## config.mk

```make
export PLATFORM = sky130hd
export DESIGN_NAME = mem_port_arbiter
export DESIGN_NICKNAME = d
export VERILOG_FILES = /design/src/rtl/mem_port_arbiter.sv
export SDC_FILE = /design/constraint.sdc
export NUM_CORES = 1
export LEC_CHECK = 0
export CORE_ASPECT_RATIO = 1.4
export CORE_MARGIN = 3
export CORE_UTILIZATION = 30
export CTS_CLUSTER_SIZE = 12
export DETAILED_ROUTE_END_ITERATION = 10
export SLEW_MARGIN = 30
export SYNTH_ARGS = -nofsm -noshare
export SYNTH_HDL_FRONTEND = slang
export SYNTH_SLANG_ARGS = --single-unit
```

## constraint.sdc

```tcl
create_clock -name clk -period 6.4 [get_ports clk]
set_input_delay 1.28 -clock clk [delete_from_list [all_inputs] [get_ports clk]]
set_output_delay 1.28 -clock clk [all_outputs]
set_load 0.02 [all_outputs]
```

## src/rtl/mem_port_arbiter.sv

```systemverilog
// Two-port (fetch / load-store) arbiter onto a single-port data memory with programmable wait states.
// Define MEM_ARB_ROUND_ROBIN_EN to alternate grants on ties; otherwise the load/store port always wins.
module mem_port_arbiter #(
  parameter int WAIT_CYCLES = 2,
  parameter int DEPTH_WORDS = 8000
) (
  input  logic        clk,
  input  logic        rst,
  input  logic        i_req,
  input  logic [31:0] i_addr,
  output logic        i_gnt,
  output logic        i_valid,
  output logic [31:0] i_rdata,
  output logic        i_err,
  input  logic        d_req,
  input  logic        d_we,
  input  logic [31:0] d_addr,
  input  logic [31:0] d_wdata,
  output logic        d_gnt,
  output logic        d_valid,
  output logic [31:0] d_rdata,
  output logic        d_err,
  output logic        mem_read,
  output logic        mem_write,
  output logic [31:0] mem_addr,
  output logic [31:0] mem_wdata,
  input  logic [31:0] mem_rdata,
  output logic        busy
);

  typedef enum logic {S_IDLE = 1'b0, S_ACCESS = 1'b1} state_t;

`ifdef MEM_ARB_ROUND_ROBIN_EN
  localparam logic RR_EN = 1'b1;
`else
  localparam logic RR_EN = 1'b0;
`endif

  // owner encoding: 0 = fetch port, 1 = load/store port
  state_t      state_q, state_d;
  logic [3:0]  cnt_q, cnt_d;
  logic        owner_q, owner_d;
  logic [31:0] addr_q, addr_d;
  logic [31:0] wdata_q, wdata_d;
  logic        we_q, we_d;
  logic        err_q, err_d;
  logic        last_owner_q, last_owner_d;
  logic        i_valid_q, i_valid_d;
  logic        i_err_q, i_err_d;
  logic [31:0] i_rdata_q, i_rdata_d;
  logic        d_valid_q, d_valid_d;
  logic        d_err_q, d_err_d;
  logic [31:0] d_rdata_q, d_rdata_d;

  logic        pick_d;
  logic [31:0] sel_addr;
  logic [31:0] resp_data;

  always_comb begin
    state_d      = state_q;
    cnt_d        = cnt_q;
    owner_d      = owner_q;
    addr_d       = addr_q;
    wdata_d      = wdata_q;
    we_d         = we_q;
    err_d        = err_q;
    last_owner_d = last_owner_q;
    i_valid_d    = 1'b0;
    i_err_d      = 1'b0;
    i_rdata_d    = i_rdata_q;
    d_valid_d    = 1'b0;
    d_err_d      = 1'b0;
    d_rdata_d    = d_rdata_q;
    i_gnt        = 1'b0;
    d_gnt        = 1'b0;
    mem_read     = 1'b0;
    mem_write    = 1'b0;
    mem_addr     = 32'h0;
    mem_wdata    = 32'h0;
    resp_data    = 32'h0;

    // Tie goes to D unless alternating is enabled and D was the last owner.
    pick_d   = d_req & (~i_req | ~RR_EN | ~last_owner_q);
    sel_addr = pick_d ? d_addr : i_addr;

    case (state_q)
      S_IDLE: begin
        if (i_req || d_req) begin
          d_gnt        = pick_d;
          i_gnt        = ~pick_d;
          owner_d      = pick_d;
          last_owner_d = pick_d;
          addr_d       = sel_addr;
          wdata_d      = pick_d ? d_wdata : 32'h0;
          we_d         = pick_d & d_we;
          err_d        = (sel_addr[31:2] >= 30'(DEPTH_WORDS));
          cnt_d        = 4'(WAIT_CYCLES);
          state_d      = S_ACCESS;
        end
      end
      S_ACCESS: begin
        mem_addr  = addr_q;
        mem_wdata = wdata_q;
        mem_read  = ~we_q & ~err_q;
        mem_write = we_q & ~err_q & (cnt_q == 4'd0);
        if (cnt_q != 4'd0) begin
          cnt_d = cnt_q - 4'd1;
        end else begin
          resp_data = (we_q || err_q) ? 32'h0 : mem_rdata;
          if (owner_q) begin
            d_rdata_d = resp_data;
            d_valid_d = 1'b1;
            d_err_d   = err_q;
          end else begin
            i_rdata_d = resp_data;
            i_valid_d = 1'b1;
            i_err_d   = err_q;
          end
          state_d = S_IDLE;
        end
      end
      default: state_d = S_IDLE;
    endcase
  end

  always_ff @(posedge clk or posedge rst) begin
    if (rst) begin
      state_q      <= S_IDLE;
      cnt_q        <= 4'd0;
      owner_q      <= 1'b0;
      addr_q       <= 32'h0;
      wdata_q      <= 32'h0;
      we_q         <= 1'b0;
      err_q        <= 1'b0;
      last_owner_q <= 1'b0;
      i_valid_q    <= 1'b0;
      i_err_q      <= 1'b0;
      i_rdata_q    <= 32'h0;
      d_valid_q    <= 1'b0;
      d_err_q      <= 1'b0;
      d_rdata_q    <= 32'h0;
    end else begin
      state_q      <= state_d;
      cnt_q        <= cnt_d;
      owner_q      <= owner_d;
      addr_q       <= addr_d;
      wdata_q      <= wdata_d;
      we_q         <= we_d;
      err_q        <= err_d;
      last_owner_q <= last_owner_d;
      i_valid_q    <= i_valid_d;
      i_err_q      <= i_err_d;
      i_rdata_q    <= i_rdata_d;
      d_valid_q    <= d_valid_d;
      d_err_q      <= d_err_d;
      d_rdata_q    <= d_rdata_d;
    end
  end

  assign i_valid = i_valid_q;
  assign i_err   = i_err_q;
  assign i_rdata = i_rdata_q;
  assign d_valid = d_valid_q;
  assign d_err   = d_err_q;
  assign d_rdata = d_rdata_q;
  assign busy    = (state_q == S_ACCESS);

endmodule

```

Word level (Yosys, flattened, before mapping)
Cells that the tools add are included.

Bits in latches: 0. Memories kept: 0. Flip-flop bits (word level): 140. Memory bits (read-only): 0. Bits in writable memories: 0. Word-level logic and storage cells: 64.

Mux-type cells: 29. Shift-type cells: 0. $add $sub $neg: 1. Divide/modulo/power cells: 0. Bitwise gates (word level): 10. Equal/unequal tests: 2. Multipliers: 0. Reduce and logical (&&, ||, !) cells: 8. $lt $le $gt $ge: 1.

Operator list (number): 32-bit two-way mux (5); 30-bit by 13-bit >= comparator with 1-bit output, second input constant (1); 1-bit two-way mux (20); 4-bit two-way mux (2); 4-bit case mux with 2 select lines (1); 1-bit inverter (6); 3-bit AND reduction (2); 1-bit bitwise AND (4); 4-bit logical NOT (1); 2-bit AND reduction (2); 4-bit nonzero test (1); 4-bit by 1-bit subtractor with 4-bit output, second input constant (1); 1-bit logical OR (2); 2-bit by 1-bit != test with 1-bit output, second input constant (1); 2-bit != test, second input constant (1); 1-bit case mux with 2 select lines (1).

Longest topological paths before layout
Gate-level depths: netlist of the first run.

Depth after elaboration: 4. Mapped depth: 8. Depth with buffers taken out: 6.

Least setup slack after synthesis of the first run
OpenSTA, ideal clock, no wires.

Path kind: input port to output port. Start: input port d_req. End: output port d_gnt. Arrival time: 1980 ps. Buffers on the path: 3. Required time: 5120 ps. Cell stages on the path: 4. Path slack: 3140 ps. Cells stage by stage: buf_2 nor2b_1 buf_2 buf_2.

Cells in the longest elaborated chain, start to end: 3.

Ends and longest elaborated chain: start, declared (line 15) `input logic d_req,`; 1-bit logical OR (line 88) `if (i_req || d_req) begin`; 1-bit two-way mux (*) (line 88); 1-bit two-way mux (*) (line 86) `case (state_q)`; end, declared (line 19) `output logic d_gnt,`.

Every way passes the cells marked *; elsewhere a longest branch is shown, timed or not.

Worst setup path in the final report of the first run
Ends and elaborated chain as after synthesis.

==> results.sh, run 1 <==
export IMPL_outcome="finished clean"
export IMPL_comb_power_share=0.454
export IMPL_finalNonFillerCells=1106
export IMPL_ys_top_cells_by_area="dfrtp_1, nand2_1, and2_1, o21ai_0, mux2i_1"
export IMPL_cts_hold_buf=0
export IMPL_met3_usage=0.04531
export IMPL_switching_share=0.3694
export IMPL_cts_root_buf="clkbuf_16"
export IMPL_grt_ovfl_total=0
export IMPL_slew_viol_final=0
export IMPL_worst_r2r_cell_count=5
export IMPL_fillCellCount=1870
export IMPL_drive_gt1_frac=0.05828
export IMPL_crit_path_start_kind="input pin"
export IMPL_grt_antenna_before_repair=0
export IMPL_async_flop_share=1.000
export IMPL_cts_buffer_depth=2
export IMPL_netlist_area_sq_um=6017
export IMPL_seqPwrFrac=0.336
export IMPL_ant_nets=0
export IMPL_arrival_ns=3.19
export IMPL_area_delta_synth_final_pct=58.31
export IMPL_ys_seq_area_frac=0.5822
export IMPL_syn_nets=726
export IMPL_cp_required_ns=5.12
export IMPL_hp_class="flip-flop to flip-flop"
export IMPL_internal_power_w=0.002820
export IMPL_clk_pin_slew_ns=0.06
export IMPL_track_usage=0.1663
export IMPL_cts_tree="built"
export IMPL_cts_made_buffers=17
export IMPL_port_buffer_count=269
export IMPL_yosysWarnings=0
export IMPL_worst_setup_path_end_kind="output pin"
export IMPL_first_pass_iters=4
export IMPL_min_to="addr_q[10]"
export IMPL_vdd_drop_max_v=0.0002277
export IMPL_tightest_slew_ns=0.6810
export IMPL_maxCapViolations=0
export IMPL_core_region_area_sq_um=19440
export IMPL_synth_edf_count=0
export IMPL_gp_congestion=0.7638
export IMPL_rsz0062_at_grt="no"
export IMPL_synth_cells=592
export IMPL_antenna_cells=0
export IMPL_ys_flop_type="dfrtp_1"
export IMPL_hold_start="addr_q[10]"
export IMPL_drcViolationCount=0
export IMPL_r2r_end="err_q"
export IMPL_nets=979
export IMPL_timing_fmax_mhz=223.5
export IMPL_grt_max_degree=95
export IMPL_vias=5073
export IMPL_synthMostInstantiatedCell="dfrtp_1"
export IMPL_cp_max_fo=37
export IMPL_power_density_nw_per_um2=469.5
export IMPL_hold_path_depth=2
export IMPL_grt_util_met2=0.2813
export IMPL_routedWlPerCell_um=16.16
export IMPL_tns_ns=0
export IMPL_p_clk_frac=0.210
export IMPL_r2r_start="busy"
export IMPL_ys_top_cells_by_count="dfrtp_1, nand2_1, o21ai_0"
export IMPL_slew_limit_headroom=0.5460
export IMPL_avgViaCountPerCell=4.587
export IMPL_ys_types=34
export IMPL_dp_hpwl_um=12660
export IMPL_finalWirelength_um=17870
export IMPL_ys_ff_latch=140
export IMPL_finalHoldViolations=0
export IMPL_synth_top_cell_area_share=0.5822
export IMPL_clock_skew_ns=0.01183
export IMPL_r2r_slack_ns=4.28
export IMPL_die_width_um=125.7
export IMPL_fin_crit_ns=4.474
export IMPL_grt_pass1_wl_um=28950
export IMPL_rows=60
export IMPL_first_global_vias=5273
export IMPL_drt_iter0_markers=211
export IMPL_critical_path_class="input pin to output pin"
export IMPL_clock_sinks=140
export IMPL_io_pins=270
export IMPL_top_usage_layer="met2"
export IMPL_fp_dieH_um=173.6
export IMPL_yosysTopAreaCell="dfrtp_1"
export IMPL_start_util=0.3095
export IMPL_cts_resized=0
export IMPL_clkLatencyLatePin_ns=0.42
export IMPL_use_met1=0.2073
export IMPL_power_leakage_nw=4.095
export IMPL_dieArea_sq_um=21820
export IMPL_fin_crit_sh=0.6991
export IMPL_h_tree_depth=4
export IMPL_post_place_cells=1072
export IMPL_post_cts_buffers=0
export IMPL_p_switching_w=0.001652
export IMPL_setup_violations=0
export IMPL_avgSynthCellArea_sq_um=10.16
-- logic make-up (layout without fill, tap and decap cells) --
logic type / Yosys count / in the layout / synth area share
AND/OR/NAND/NOR: 225 / 225 / 0.1797
AO/OA/AOI/OAI: 140 / 140 / 0.1406
flip-flops: 140 / 140 / 0.5822
buffers and inverters: 52 / 318 / 0.03909
multiplexers: 33 / 33 / 0.05490
adder cells (fa/ha/maj): 1 / 1 / 0.002079
XOR/XNOR: 1 / 1 / 0.001456
-- power by group through the flow --
| stage | clock network, W | logic [W] | registers (W) |
|---|---|---|---|
| after floorplan | 0 | 0.000881 | 0.00166 |
| after global placement | 0 | 0.00204 | 0.00151 |
| after detailed placement | 0 | 0.00204 | 0.00152 |
| after CTS | 0.000966 | 0.00205 | 0.00151 |
| after global routing | 0.00100 | 0.00220 | 0.00157 |
| final | 0.000939 | 0.00203 | 0.00150 |
-- placed cells by master (no fill, tap or decap), drive strengths merged, types with 2 or more instances in the layout --
cell and instances:
nor3b 2, o21ai 100, nor3 3, nand2 132, nor4 3, clkbuf 20
inv 9, buf 10, clkdlybuf4s50 268, mux2i 33, or4 5, nand3 2
nor2 7, clkinvlp 2, clkinv 8, dfrtp 140, a22o 33, nand4 3
and2 64
-- state kept, by name (all words and copies together), names as in the netlist --
register	count
owner_q	1
i_rdata	32
i_valid	1
d_err	1
d_rdata	32
d_valid	1
busy	1
err_q	1
addr_q	32
i_err	1
cnt_q	4
we_q	1
wdata_q	32
-- metal layers --
metal	routed length, um	part of all wire	vias up
met5	0	0	-
met4	202	0.011	0
met3	1060	0.059	15
met2	9030	0.51	169
met1	7580	0.42	2371
li1	-	-	2518
-- stage by stage --
step                      total power (W)  worst slack (ns)  cell area (sq um)  hold slack (ns)  utilization
after floorplan                  0.002543             1.367               6017           0.4418            -
after global placement           0.003548             1.920               8899           0.4536       0.4577
after detailed placement         0.003567             1.933               8901           0.4617       0.4578
after CTS                        0.004529             1.927               9470           0.4753       0.4871
after global routing             0.004768             1.824               9525           0.4908       0.4899
final                            0.004472             1.926               9525           0.4678       0.4899
-- cell type report --
| class | count | area, sq um | area share |
|---|---|---|---|
| Clock buffer | 20 | 456.7 | 0.04794 |
| Clock inverter | 12 | 112.6 | 0.01182 |
| Inverter | 8 | 35.03 | 0.003678 |
| Multi-Input combinational cell | 400 | 2296 | 0.2410 |
| Sequential cell | 140 | 3507 | 0.3682 |
| Tap cell | 248 | 310.3 | 0.03258 |
| Timing Repair Buffer | 278 | 2808 | 0.2948 |
-- worst max path at each step --
stage                     slack [ns]   endpoint   from
final                           1.93      d_gnt  d_req
after global routing            1.82      d_gnt  d_req
after CTS                       1.93      d_gnt  d_req
after detailed placement        1.93      d_gnt  d_req
after global placement          1.92      d_gnt  d_req
after floorplan                 1.37  addr_q[0]    rst
-- critical path, cell delays in order --
cell and delay [ns]:
buf_2 0.08, buf_4 0.49, nor2b_2 0.25, buf_4 0.36, clkdlybuf4s50_1 0.69
Note: power is estimated with default switching activity, not from simulation.
==> run 2, diff against run 1 <==
Clock period 6.4 ns to 4.4 ns, I/O delays scaled along.
==> run 2 against run 1 <==
Final area hardly changed. Clock skew down 0.0043 ns. Flip-flop and latch count unchanged. Non-clock buffer count increased by 1. Global-route usage up 0.58 points. Via count up 0.59%. Largest power group unchanged. Total power rose by 47%. Worst hold slack better by 0.0053 ns. Critical path depth fell by 2. Sequential share of layout area about the same. Clock-buffer cell count down 3.
==> results.sh, run 2 (synthesis results as in run 1) <==
export IMPL_outcome="finished clean"
export IMPL_rsz0062_at_grt="no"
export IMPL_cts_buffer_depth=2
export IMPL_final_common_cell="clkdlybuf4s50_1"
export IMPL_critical_path_class="flip-flop to output pin"
export IMPL_vdd_drop_max_v=0.0003632
export IMPL_vias=5103
export IMPL_clk_pin_slew_ns=0.06
export IMPL_start_util=0.3095
export IMPL_first_global_vias=5354
export IMPL_ant_nets=0
export IMPL_die_width_um=125.7
export IMPL_clock_sinks=140
export IMPL_grt_ovfl_total=0
export IMPL_drive_gt1_frac=0.06054
export IMPL_mostFrequentLayoutCells="clkdlybuf4s50_1, dfrtp_1, nand2_1"
export IMPL_avgViaCountPerCell=4.610
export IMPL_power_w=0.006590
export IMPL_setup_violations=0
export IMPL_crit_path_start_kind="flip-flop"
export IMPL_tightest_slew_ns=0.8171
export IMPL_timing_fmax_mhz=303.1
export IMPL_cts_tree="built"
export IMPL_use_met1=0.2038
export IMPL_drcViolationCount=0
export IMPL_finalWirelength_um=18550
export IMPL_clkLatencyLatePin_ns=0.42
export IMPL_r2r_start="busy"
export IMPL_grt_antenna_before_repair=0
export IMPL_fillCellCount=1872
export IMPL_hp_class="flip-flop to flip-flop"
export IMPL_drt_iter0_markers=241
export IMPL_arrival_ns=2.42
export IMPL_cp_max_fo=48
export IMPL_track_usage=0.1720
export IMPL_post_cts_buffers=0
export IMPL_fp_dieH_um=173.6
export IMPL_dp_hpwl_um=13390
export IMPL_slew_limit_headroom=0.4552
export IMPL_power_leakage_nw=4.100
export IMPL_first_pass_iters=4
export IMPL_dieArea_sq_um=21820
export IMPL_cts_hold_buf=0
export IMPL_power_density_nw_per_um2=692.3
export IMPL_fin_crit_sh=0.7499
export IMPL_maxCapViolations=0
export IMPL_grt_pass1_wl_um=29640
export IMPL_antenna_cells=0
export IMPL_slew_viol_final=0
export IMPL_cp_required_ns=3.52
export IMPL_rows=60
export IMPL_startpoint="busy"
export IMPL_area_delta_synth_final_pct=58.20
export IMPL_finalHoldViolations=0
export IMPL_hold_start="addr_q[22]"
export IMPL_fin_crit_ns=3.299
export IMPL_clock_skew_ns=0.007501
export IMPL_port_buffer_count=269
export IMPL_cts_root_buf="clkbuf_16"
export IMPL_top_usage_layer="met2"
export IMPL_h_tree_depth=4
export IMPL_cts_made_buffers=17
export IMPL_gp_congestion=0.7849
export IMPL_tns_ns=0
export IMPL_nets=980
export IMPL_routedWlPerCell_um=16.75
export IMPL_grt_max_degree=141
export IMPL_met3_usage=0.04346
export IMPL_worst_setup_path_end_kind="output pin"
export IMPL_core_region_area_sq_um=19440
export IMPL_cts_resized=0
export IMPL_grt_util_met2=0.2987
export IMPL_io_pins=270
-- run 2: cell count changes in the layout (fill, tap and decap cells not counted) --
cell        delta
clkinvlp_4     -1
clkbuf_8       -2
inv_6          +5
clkbuf_1       -1
buf_4          +3
dfrtp_2        +1
clkinv_2       -1
inv_8          +3
buf_16         -2
dfrtp_4        -1
bufinv_16      +1
clkinv_4       -4
-- run 2: metal layers --
| layer | vias to the layer above | routed length, um | part of all wire |
|---|---|---|---|
| li1 | 2511 | - | - |
| met1 | 2383 | 7410 | 0.40 |
| met2 | 184 | 9593 | 0.52 |
| met3 | 25 | 1136 | 0.061 |
| met4 | 0 | 404 | 0.022 |
| met5 | - | 0 | 0 |
-- run 2: cell type report --
cell class | instances | area, sq um | share of cell area
flip-flops and latches | 140 | 3505 | 0.3682
repair buffers | 279 | 2775 | 0.2915
multi-input cells | 400 | 2296 | 0.2412
clock buffers | 17 | 425.4 | 0.04469
well taps | 248 | 310.3 | 0.03260
clock inverters | 15 | 173.9 | 0.01827
inverters | 8 | 33.78 | 0.003549
-- run 2: power breakdown --
part	internal (W)	total (W)	switching [W]
combinational	0.00144	0.00294	0.00151
clock	0.000858	0.00147	0.000609
sequential	0.00184	0.00218	0.000340
total	0.00413	0.00659	0.00246
-- run 2: worst max-delay path, cell delays in order (launching register included) --
cell             delay [ns]
dfrtp_2                0.82
buf_4                  0.38
and2_1                 0.17
clkdlybuf4s50_1        0.62
-- run 2: worst paths after layout --
kind / end / slack [ns] / cells after the start
max: mem_addr[0] / 1.10 / 3
max in group asynchronous: busy / 2.69 / 3
min: addr_q[22] / 0.47 / 2
max reg2reg: i_rdata[21] / 2.34 / 5
min reg2reg: addr_q[22] / 0.47 / 2
min in group asynchronous: i_rdata[25] / 1.01 / 3
-- run 2: metrics by stage --
step | instances | instance area, sq um | hold WS (ns) | utilization | setup slack [ns]
floorplan | 592 | 6021 | 0.4418 | - | 1.771
global route | 1107 | 9519 | 0.4968 | 0.4896 | 0.9202
detailed placement | 1075 | 8920 | 0.4673 | 0.4588 | 1.310
global placement | 1075 | 8920 | 0.4551 | 0.4588 | 1.308
finish | 1107 | 9519 | 0.4732 | 0.4896 | 1.101
CTS | 1107 | 9519 | 0.4821 | 0.4896 | 1.019
